$ cat config.mk
export PLATFORM = sky130hd
export DESIGN_NAME = serial_parallel_scatter_signed_16_outputs_flat
export DESIGN_NICKNAME = d
export VERILOG_FILES = /design/src/rtl/serial_parallel_scatter_signed_16_outputs_if.sv /design/src/rtl/serial_parallel_scatter_signed_16_outputs.sv /design/src/flat_wrapper.sv
export SDC_FILE = /design/constraint.sdc
export NUM_CORES = 1
export LEC_CHECK = 0
export BUFFER_PORTS_ARGS = -buffer_cell sky130_fd_sc_hd__buf_4
export CORE_MARGIN = 4
export CORE_UTILIZATION = 29
export CTS_BUF_LIST = sky130_fd_sc_hd__clkbuf_2
export DETAILED_ROUTE_END_ITERATION = 8
export PLACE_DENSITY = 0.5
export RECOVER_POWER = 25
export SLEW_MARGIN = 10
export SYNTH_ARGS = -nofsm -noshare
export SYNTH_HDL_FRONTEND = slang
export SYNTH_SLANG_ARGS = --single-unit
$ cat constraint.sdc
create_clock -name clk -period 8.3 [get_ports clk]
set_clock_uncertainty 0.05 [all_clocks]
set_input_delay 0 -clock clk [delete_from_list [all_inputs] [get_ports clk]]
set_output_delay 0 -clock clk [all_outputs]
set_load 0.005 [all_outputs]
$ cat src/rtl/serial_parallel_scatter_signed_16_outputs_if.sv
// Handshake bundle for the 16-lane signed scatter block: indexed input stream
// on one side, flattened vector with valid/ready on the other.
interface serial_parallel_scatter_signed_16_outputs_if #(
    parameter int WIDTH        = 8,
    parameter int ARGMAX_WIDTH = 8
);
    logic                      enable;
    logic                      in_valid;
    logic                      in_ready;
    logic [ARGMAX_WIDTH-1:0]   in_index;
    logic signed [WIDTH-1:0]   in_value;
    logic                      flush;
    logic [16*WIDTH-1:0]       out;
    logic [15:0]               out_mask;
    logic                      out_valid;
    logic                      out_ready;
    logic                      index_error;

    modport master (
        output enable, in_valid, in_index, in_value, flush, out_ready,
        input  in_ready, out, out_mask, out_valid, index_error
    );

    modport slave (
        input  enable, in_valid, in_index, in_value, flush, out_ready,
        output in_ready, out, out_mask, out_valid, index_error
    );
endinterface

$ cat src/rtl/serial_parallel_scatter_signed_16_outputs.sv
// Scatters a serial (index, value) stream into a 16-lane signed vector and
// presents it once every lane is written or on an early flush.
module serial_parallel_scatter_signed_16_outputs #(
    parameter int WIDTH        = 8,
    parameter int ARGMAX_WIDTH = 8
) (
    input logic clk,
    input logic rst,
    serial_parallel_scatter_signed_16_outputs_if.slave bus
);
    typedef enum logic {FILL, HOLD} state_t;

    state_t                    state;
    logic [15:0][WIDTH-1:0]    lanes;
    logic [15:0]               mask;
    logic                      index_error_q;

    logic        accept;
    logic        index_ok;
    logic [3:0]  lane_sel;
    logic [15:0] new_bit;
    logic [15:0] next_mask;

    assign bus.in_ready    = bus.enable && (state == FILL);
    assign bus.out_valid   = (state == HOLD);
    assign bus.out         = lanes;
    assign bus.out_mask    = mask;
    assign bus.index_error = index_error_q;

    always_comb begin
        accept    = bus.in_valid && bus.in_ready;
        index_ok  = ((bus.in_index >> 4) == '0);
        lane_sel  = bus.in_index[3:0];
        new_bit   = '0;
        if (accept && index_ok)
            new_bit = 16'(1) << lane_sel;
        next_mask = mask | new_bit;
    end

    always_ff @(posedge clk or posedge rst) begin
        if (rst) begin
            state         <= FILL;
            lanes         <= '0;
            mask          <= '0;
            index_error_q <= 1'b0;
        end else begin
            index_error_q <= accept && !index_ok;
            case (state)
                FILL: begin
                    if (accept && index_ok) begin
                        lanes[lane_sel] <= bus.in_value;
                        mask            <= next_mask;
                    end
                    // A flush in the same cycle as an accept closes the vector including that write.
                    if ((next_mask == '1) ||
                        (bus.enable && bus.flush && (next_mask != '0)))
                        state <= HOLD;
                end
                HOLD: begin
                    if (bus.out_ready) begin
                        lanes <= '0;
                        mask  <= '0;
                        state <= FILL;
                    end
                end
                default: state <= FILL;
            endcase
        end
    end
endmodule

$ cat src/flat_wrapper.sv
// flat-port wrapper written by rule: the top's interface ports become plain ports
module serial_parallel_scatter_signed_16_outputs_flat 
#(
    parameter int WIDTH        = 8,
    parameter int ARGMAX_WIDTH = 8
)
  (clk, rst, bus_enable, bus_in_valid, bus_in_index, bus_in_value, bus_flush, bus_out_ready, bus_in_ready, bus_out, bus_out_mask, bus_out_valid, bus_index_error);
  serial_parallel_scatter_signed_16_outputs_if #(.WIDTH(WIDTH), .ARGMAX_WIDTH(ARGMAX_WIDTH)) bus_i ();
  input logic clk;
  input logic rst;
  input wire logic [$bits(bus_i.enable)-1:0] bus_enable;
  input wire logic [$bits(bus_i.in_valid)-1:0] bus_in_valid;
  input wire logic [$bits(bus_i.in_index)-1:0] bus_in_index;
  input wire logic [$bits(bus_i.in_value)-1:0] bus_in_value;
  input wire logic [$bits(bus_i.flush)-1:0] bus_flush;
  input wire logic [$bits(bus_i.out_ready)-1:0] bus_out_ready;
  output wire logic [$bits(bus_i.in_ready)-1:0] bus_in_ready;
  output wire logic [$bits(bus_i.out)-1:0] bus_out;
  output wire logic [$bits(bus_i.out_mask)-1:0] bus_out_mask;
  output wire logic [$bits(bus_i.out_valid)-1:0] bus_out_valid;
  output wire logic [$bits(bus_i.index_error)-1:0] bus_index_error;
  assign bus_i.enable = bus_enable;
  assign bus_i.in_valid = bus_in_valid;
  assign bus_i.in_index = bus_in_index;
  assign bus_i.in_value = bus_in_value;
  assign bus_i.flush = bus_flush;
  assign bus_i.out_ready = bus_out_ready;
  assign bus_in_ready = bus_i.in_ready;
  assign bus_out = bus_i.out;
  assign bus_out_mask = bus_i.out_mask;
  assign bus_out_valid = bus_i.out_valid;
  assign bus_index_error = bus_i.index_error;
  serial_parallel_scatter_signed_16_outputs #(.WIDTH(WIDTH), .ARGMAX_WIDTH(ARGMAX_WIDTH)) u_core (.clk(clk), .rst(rst), .bus(bus_i));
endmodule
# Word level (Yosys, flattened, before mapping)
# Cells that the tools add are included.
[totals]
regBits = 146
latchBits = 0
ram_bits = 0
mem_bits_ro = 0
in_bits = 22
wordCells = 52
n_memories = 0
[classes]
addsub = 0
multipliers = 0
div = 0
magnitude_cmp = 2
n_eq_ne = 3
n_shift = 1
mux = 13
n_bitwise = 2
reduce_logical = 12
[op_table]
columns = ["op", "n"]
rows = [
  ["2-to-1 mux 128 bit", 2],
  ["case mux 128 bit (2 select lines)", 1],
  ["bitwise mux 128 bit", 1],
  ["2-to-1 mux 16 bit", 3],
  ["demux 8 bit (select 4 bit)", 1],
  ["case mux 16 bit (2 select lines)", 1],
  ["== test 16 bit (second input constant)", 1],
  ["OR 16 bit", 1],
  ["nonzero test 16 bit", 1],
  ["<< shifter 1 x 4 -> 16 bit (first input constant)", 1],
  ["zero test 8 bit", 1],
  ["2-to-1 mux 8 bit", 1],
  ["logical AND 1 bit", 7],
  ["less-than comparator 4 x 5 -> 1 bit (second input constant)", 1],
  [">= comparator 4 x 1 -> 1 bit (second input constant)", 1],
  ["!= test 2 bit (second input constant)", 2],
  ["2-to-1 mux 1 bit", 2],
  ["case mux 1 bit (2 select lines)", 1],
  ["AND reduction 2 bit", 1],
  ["zero test 1 bit", 1],
  ["logical OR 1 bit", 1],
  ["NOT 1 bit", 1],
]

# Depth between registers and ports, before layout
# Gate-level depths: netlist of the first run.
[logic_depth]
depth_word = 11
mapped_depth = 7

# Least setup slack after synthesis of the first run
# No wires, ideal clock.
[synth_path]
kind = "register to register"
from = "reg u_core.state (netlist: u_core.bus.out_valid)"
to = "reg u_core.state (netlist: u_core.bus.out_valid)"
setup_time_ns = 0.092
arrival_ns = 2.269
required_ns = 8.158
slack_ns = 5.889
path_stages_with_launch = 7
path_buffers = 1
synth_period_minus_slack_ns = 2.411
path_cell_list = "dfrtp_1 > nand3b_1 > clkbuf_1 > nor4_2 > nor2_1 > or3_1 > o31ai_2"
[synth_via]
elab_chain_len = 11
[synth_lines]
columns = ["element", "line_no", "source"]
rows = [
  ["start, declared", "serial_parallel_scatter_signed_16_outputs.sv:13", "state_t state;"],
  ["start signal, assigned", "serial_parallel_scatter_signed_16_outputs.sv:42", "state <= FILL;"],
  ["start signal, assigned", "serial_parallel_scatter_signed_16_outputs.sv:57", "state <= HOLD;"],
  ["start signal, assigned", "serial_parallel_scatter_signed_16_outputs.sv:63", "state <= FILL;"],
  ["NOT 1 bit", "serial_parallel_scatter_signed_16_outputs.sv:24, serial_parallel_scatter_signed_16_outputs.sv:48", ""],
  ["logical AND 1 bit", "serial_parallel_scatter_signed_16_outputs.sv:24", "assign bus.in_ready = bus.enable && (state == FILL);"],
  ["logical AND 1 bit", "serial_parallel_scatter_signed_16_outputs.sv:31", "accept = bus.in_valid && bus.in_ready;"],
  ["logical AND 1 bit", "serial_parallel_scatter_signed_16_outputs.sv:35", "if (accept && index_ok)"],
  ["2-to-1 mux 16 bit", "serial_parallel_scatter_signed_16_outputs.sv:35", ""],
  ["OR 16 bit", "serial_parallel_scatter_signed_16_outputs.sv:37", "next_mask = mask | new_bit;"],
  ["nonzero test 16 bit", "serial_parallel_scatter_signed_16_outputs.sv:56", "(bus.enable && bus.flush && (next_mask != '0)))"],
  ["logical AND 1 bit", "serial_parallel_scatter_signed_16_outputs.sv:56", ""],
  ["logical OR 1 bit", "serial_parallel_scatter_signed_16_outputs.sv:55", "if ((next_mask == '1) ||"],
  ["2-to-1 mux 1 bit", "serial_parallel_scatter_signed_16_outputs.sv:55", ""],
  ["case mux 1 bit (2 select lines) (*)", "serial_parallel_scatter_signed_16_outputs.sv:48", "case (state)"],
]
# Every way passes the cells marked *; elsewhere a longest branch is shown, timed or not.
# A chain may end at the register's enable or synchronous reset.

# Worst setup path in the final report of the first run
# Same ends and word-level chain as after synthesis.

==> flow_metrics.env, run 1 <==
export IMPL_post_drt_via_cell_ratio=5.32
export IMPL_portBuffers=168
export IMPL_min_period_ns=4.36
export IMPL_routabilityCongestion=0.873
export IMPL_drv_slew=71
export IMPL_cts_path_max_buffers=2
export IMPL_tritoncts="yes"
export IMPL_yosysUniqueCellTypes=27
export IMPL_leakagePower_nw=3.76
export IMPL_drive_above_1_share_pct=34.3
export IMPL_r2r_cells=8
export IMPL_synthCells=410
export IMPL_die_w_um=146
export IMPL_synth_adder_area_share_pct=0
export IMPL_ioPinCount=169
export IMPL_worstMarginPinSlew_ns=3.06
export IMPL_synth_top_family_by_area="compound AO/OA/AOI/OAI gates"
export IMPL_fp_row_count=50
export IMPL_worst_slack_ns=3.94
export IMPL_relSlewSlack_pct=-105
export IMPL_fin_crit_sh_pct=52.5
export IMPL_final_cells=849
export IMPL_required_ns=8.93
export IMPL_tns_ns=0
export IMPL_setup_viol=0
export IMPL_finalWirelength_mm=19.2
export IMPL_antenna_found_initial=0
export IMPL_design_die_area_um2=21300
export IMPL_grt_pass1_wl_mm=29.5
export IMPL_start_kind="flop"
export IMPL_syn_area_per_cell_um2=13.4
export IMPL_cts_buffers=17
export IMPL_dp_hpwl_mm=12.8
export IMPL_ctsHtreeMaxLevel=4
export IMPL_synth_compound_area_share_pct=23.3
export IMPL_vias=4515
export IMPL_grt_pass1_vias=4697
export IMPL_root_buffer="clkbuf_2"
export IMPL_failed_checks="max-capacitance violations, max-slew violations"
export IMPL_synth_xor_area_share_pct=0
export IMPL_maxCapViolCount=1
export IMPL_post_cts_buffers=0
export IMPL_hold_violations=0
export IMPL_r2r_end="u_core.bus.out_valid"
export IMPL_antenna_cells=0
export IMPL_synthMuxAreaShare_pct=0
export IMPL_hold_path_class="input port to flop"
export IMPL_clock_latency_ns=0.71
export IMPL_drtPass1Iterations=4
export IMPL_outcome="complete, but fails checks"
export IMPL_cp_arrival_ns=4.99
export IMPL_placedCellCount=786
export IMPL_overflow=0
export IMPL_ir_drop_mv=0.0732
export IMPL_grt_use_total_pct=17.9
export IMPL_clk_pin_slew_ns=0.22
export IMPL_rrSetupSlack_ns=3.94
export IMPL_startpoint="u_core.bus.out_valid"
export IMPL_endpoint="u_core.bus.out_valid"
export IMPL_dp_slack_ns=4.81
export IMPL_die_h_um=146
export IMPL_endpoint_kind="flop"
export IMPL_powerDensity_nw_per_um2=180
export IMPL_r2r_start="u_core.bus.out_valid"
export IMPL_ant_nets=0
export IMPL_rsz0062_at_grt="no"
export IMPL_drc_errors=0
export IMPL_drtIter0Drc=320
export IMPL_cp_max_fo=23
export IMPL_yosysSeqAreaShare_pct=66.3
export IMPL_core_um2=18700
export IMPL_layout_nets=625
export IMPL_area_growth_pct=37.0
export IMPL_grt_max_degree=78
export IMPL_wl_per_cell_um=22.6
export IMPL_ctsResizeCount=0
export IMPL_synth_nets=432
export IMPL_fin_hold_ws_ns=0.100
export IMPL_start_util_pct=29.4
export IMPL_clkSinkCount=146
export IMPL_num_fill_cells=1754
export IMPL_ys_ff_latch=146
export IMPL_yosys_area_share_simple_pct=7.66
export IMPL_netlist_area_um2=5510
export IMPL_max_freq_mhz=229
export IMPL_path_class="flop to flop"
export IMPL_yosys_warnings=0
[worst min-delay path by stage]
stage,start,to,cells past startpoint
2_1_floorplan,bus_enable,bus_in_ready,1
3_3_place_gp,rst,u_core.bus.out[106],2
3_5_place_dp,rst,u_core.bus.out[106],2
4_1_cts,bus_in_valid,u_core.bus.index_error,3
5_1_grt,bus_in_valid,u_core.bus.index_error,3
6_report,bus_in_valid,u_core.bus.index_error,3
[synthesized netlist by cell type]
master / number / area (um2)
a22o_1: 128 / 1120
a31oi_1: 1 / 6.26
a32oi_1: 1 / 8.76
and2_1: 1 / 6.26
and3b_1: 1 / 8.76
and4_1: 1 / 8.76
buf_1: 9 / 33.8
buf_6: 2 / 22.5
clkbuf_1: 20 / 75.1
dfrtp_1: 146 / 3650
inv_1: 5 / 18.8
nand2_1: 5 / 18.8
nand2b_1: 4 / 25.0
nand3b_1: 1 / 7.51
nor2_1: 29 / 109
nor2b_1: 1 / 6.26
nor3_1: 7 / 35.0
nor4_1: 13 / 81.3
nor4_2: 5 / 62.6
o21ai_1: 16 / 80.1
o22ai_1: 3 / 18.8
o31ai_2: 1 / 12.5
o41a_1: 3 / 33.8
or2_2: 2 / 12.5
or3_1: 1 / 6.26
or4_1: 3 / 22.5
or4_4: 1 / 11.3
[layer usage]
layer | share of wire (%) | up-vias | GRT usage (%)
li1 | - | 1964 | -
met1 | 47 | 2343 | 25.1
met2 | 45 | 189 | 26.9
met3 | 7.2 | 19 | 5.54
met4 | 1.1 | 0 | 4.75
met5 | 0 | - | 0
[state kept, by name, indices dropped and copies added (netlist names)]
name	count
u_core.bus.index_error	1
u_core.bus.out	128
u_core.bus.out_valid	1
u_core.bus.out_mask	16
[worst max-delay path, cell delays in order, from the launching register on]
cell,delay (ns)
dfrtp_1,0.77
nand3b_1,0.81
nor4_2,0.44
dlygate4sd3_1,0.59
buf_4,0.20
o22ai_1,0.10
or4_1,0.58
o31ai_2,0.23
dlygate4sd3_1,0.56
[power breakdown]
group	internal (mW)	total (mW)	leakage [nW]	switching, mW
logic	0.0692	0.173	1.59	0.104
registers	0.730	0.757	2.03	0.0264
clock network	0.164	0.429	0.135	0.265
total	0.964	1.36	3.76	0.395
[through the flow]
step / utilization [%] / total power, mW / instance area [um2]
global route: 40.3 / 1.42 / 7550
floorplan: - / 0.849 / 5510
finish: 40.3 / 1.36 / 7550
global placement: 37.4 / 0.926 / 7000
detailed placement: 37.4 / 0.930 / 7000
CTS: 40.4 / 1.37 / 7560
[layout by cell type (no fill, tap or decap), types with 2 or more instances in the layout]
cell type / n
nor4_1: 9
dlygate4sd3_1: 32
clkbuf_4: 37
o41a_1: 3
o21ai_1: 16
inv_1: 4
nor2_1: 29
dfrtp_1: 146
or2_2: 2
clkbuf_1: 4
nand2_1: 5
bufinv_16: 3
nor4_2: 9
o22ai_1: 3
nor3_1: 7
clkinv_1: 3
inv_6: 2
nand2b_1: 4
buf_4: 132
a22o_1: 128
clkinvlp_4: 4
or4_1: 3
clkbuf_2: 17
[cells by family after synthesis]
group	count (synthesis)
AOI/OAI and AO/OA	153
buffers and inverters	36
DFF	146
and+or+nand+nor	75
[what timing repair did]
item                       4_1_cts  5_1_grt
hold buffers                    32        0
setup endpoints to repair        0        0
hold endpoints to repair       215        0
[cell type report]
| class | instances | area (um2) | share of cell area, % |
|---|---|---|---|
| Clock buffer | 17 | 85.1 | 1.13 |
| Timing Repair Buffer | 205 | 1600 | 21.3 |
| Clock inverter | 14 | 163 | 2.16 |
| Multi-Input combinational cell | 228 | 1730 | 22.9 |
| Sequential cell | 146 | 3650 | 48.4 |
| Inverter | 5 | 20.0 | 0.265 |
| Tap cell | 234 | 293 | 3.88 |
No activity file was read; power rests on OpenSTA's default activity.
==> run 2: changes to the inputs <==
Clock period 8.3 ns to 4.2 ns, I/O delays scaled along.
==> run 2 against run 1 <==
  * The flow now finishes without violations
  * Setup slack worse by 3.5 ns
  * Wire length down 1.3%
  * Sequential power up 94%
==> flow_metrics.env, run 2 (synthesis gave the netlist of run 1 again) <==
export IMPL_outcome="finished, final reports clean"
export IMPL_die_w_um=146
export IMPL_layout_nets=637
export IMPL_cts_buffers=17
export IMPL_die_h_um=146
export IMPL_cp_common_cell="dlygate4sd3_1"
export IMPL_drc_errors=0
export IMPL_rrSetupSlack_ns=0.60
export IMPL_clock_latency_ns=0.73
export IMPL_vias=4508
export IMPL_largest_reg_flops=128
export IMPL_core_um2=18700
export IMPL_grt_pass1_wl_mm=29.0
export IMPL_r2r_cells=8
export IMPL_cp_arrival_ns=4.34
export IMPL_overflow=0
export IMPL_clkSinkCount=146
export IMPL_crit_family="buffers and inverters"
export IMPL_ant_nets=0
export IMPL_maxCapViolCount=0
export IMPL_grt_use_total_pct=17.6
export IMPL_relSlewSlack_pct=4.71
export IMPL_portBuffers=168
export IMPL_cpPeakStageDelay_ns=0.86
export IMPL_hold_violations=0
export IMPL_drv_slew=0
export IMPL_area_growth_pct=38.5
export IMPL_pwr_share_comb_pct=13.4
export IMPL_drive_above_1_share_pct=33.8
export IMPL_cp_max_fo=14
export IMPL_antenna_found_initial=0
export IMPL_post_cts_buffers=0
export IMPL_rsz0062_at_grt="no"
export IMPL_root_buffer="clkbuf_2"
export IMPL_required_ns=4.83
export IMPL_max_freq_mhz=270
export IMPL_netSwitchingFraction_pct=28.3
export IMPL_layout_commonest_cell="dfrtp_1"
export IMPL_num_fill_cells=1820
export IMPL_wl_per_cell_um=21.9
export IMPL_ctsHtreeMaxLevel=4
export IMPL_path_cells="dlygate4sd3_1 -> buf_4 -> or4_4 -> dlygate4sd3_1 -> nor4_2 -> nor2_1 -> or4_1 -> o31ai_2 -> dlygate4sd3_1"
export IMPL_min_to="u_core.bus.out[25]"
export IMPL_drtIter0Drc=202
export IMPL_pwr_share_seq_pct=53.3
export IMPL_min_period_ns=3.71
export IMPL_r2r_end="u_core.bus.out_valid"
export IMPL_start_kind="input port"
export IMPL_fin_crit_sh_pct=88.3
export IMPL_power_switching_uw=782
export IMPL_cp_slowest_cell="nor4_2"
export IMPL_cp_num_buf_inv=4
export IMPL_totalPowerFinal_mw=2.76
export IMPL_finalWirelength_mm=18.9
export IMPL_tritoncts="yes"
export IMPL_cts_hold_fix_buffers=34
export IMPL_dpl_cell_area_um2=7070
export IMPL_post_drt_via_cell_ratio=5.23
export IMPL_cts_path_max_buffers=2
export IMPL_min_path_cells=5
export IMPL_hold_path_class="input port to flop"
export IMPL_start_util_pct=29.4
export IMPL_worstMarginPinSlew_ns=1.42
export IMPL_multi_input_area_um2=1730
export IMPL_endpoint_kind="flop"
export IMPL_powerDensity_nw_per_um2=362
export IMPL_leakagePower_nw=3.78
export IMPL_r2r_start="u_core.bus.out_valid"
export IMPL_ctsResizeCount=0
export IMPL_post_route_util_pct=40.8
export IMPL_tns_ns=0
export IMPL_power_internal_mw=1.98
export IMPL_worst_slack_ns=0.490
export IMPL_ioPinCount=169
export IMPL_clockPowerShare_pct=33.3
export IMPL_min_from="bus_in_index[5]"
export IMPL_grt_max_degree=61
export IMPL_seqCellArea_um2=3650
export IMPL_layout_common_cells="146 x dfrtp_1, 128 x a22o_1, 104 x buf_4, 63 x clkbuf_4, 34 x dlygate4sd3_1"
export IMPL_clk_pin_slew_ns=0.21
export IMPL_routabilityCongestion=0.812
export IMPL_dp_slack_ns=1.28
export IMPL_setup_viol=0
export IMPL_path_class="input port to flop"
export IMPL_antenna_cells=0
export IMPL_design_die_area_um2=21300
export IMPL_drtPass1Iterations=5
export IMPL_fp_row_count=50
export IMPL_grt_pass1_vias=4685
export IMPL_dp_hpwl_mm=12.7
export IMPL_ir_drop_mv=0.141
export IMPL_stdcell_area_um2=7630
-- run 2: changes by cell type in the layout (fill, tap and decap cells not counted) --
| cell | before | now |
|---|---|---|
| buf_4 | 132 | 104 |
| clkbuf_4 | 37 | 63 |
| clkbuf_1 | 4 | 15 |
| clkinv_1 | 3 | 1 |
| clkinv_2 | 1 | 3 |
| dlygate4sd3_1 | 32 | 34 |
| buf_1 | 0 | 1 |
| bufinv_16 | 3 | 4 |
| clkbuf_2 | 17 | 18 |
| clkinv_4 | 1 | 2 |
| clkinvlp_4 | 4 | 3 |
| inv_6 | 2 | 1 |
-- run 2: worst max-delay path by stage --
| stage | from | endpoint | cells after the start |
|---|---|---|---|
| 6_report | bus_in_index[4] | u_core.bus.out_valid | 9 |
| 5_1_grt | bus_in_index[4] | u_core.bus.out_valid | 9 |
| 4_1_cts | bus_in_index[4] | u_core.bus.out_valid | 9 |
| 3_5_place_dp | u_core.bus.out_valid | u_core.bus.out_valid | 5 |
| 3_3_place_gp | u_core.bus.out_valid | u_core.bus.out_valid | 5 |
| 2_1_floorplan | rst | u_core.bus.index_error | 1 |
-- run 2: power groups by stage --
stage	Clock, mW	Sequential, mW	Combinational (mW)
6_report	0.918	1.47	0.368
3_3_place_gp	0	1.50	0.342
2_1_floorplan	0	1.49	0.184
4_1_cts	0.939	1.47	0.375
3_5_place_dp	0	1.49	0.345
5_1_grt	1.00	1.48	0.402
-- run 2: tightest hold or removal path, delay by kind of cell --
family	cells	cell delay, ns
compound gates	1	0.26
simple gates	3	0.54
buf+inv	1	0.08
-- run 2: area by class of cell --
type | instances | share of cell area, %
Tap cell | 234 | 3.84
Clock buffer | 18 | 1.18
Timing Repair Buffer | 217 | 21.7
Multi-Input combinational cell | 228 | 22.7
Sequential cell | 146 | 47.9
Clock inverter | 14 | 2.46
Inverter | 5 | 0.263
-- run 2: routing by layer --
layer,vias to the layer above,share of wire [%],global-route usage (%)
li1,1992,-,-
met1,2290,46,24.7
met2,207,45,26.4
met3,19,8.0,5.73
met4,0,1.2,4.42
met5,-,0,0
-- run 2: through the flow --
step | instances | hold slack (ns)
5_1_grt | 862 | 0.0902
3_5_place_dp | 796 | -0.0621
2_1_floorplan | 410 | 0.0767
6_report | 862 | 0.0989
4_1_cts | 862 | 0.0412
3_3_place_gp | 796 | -0.0657
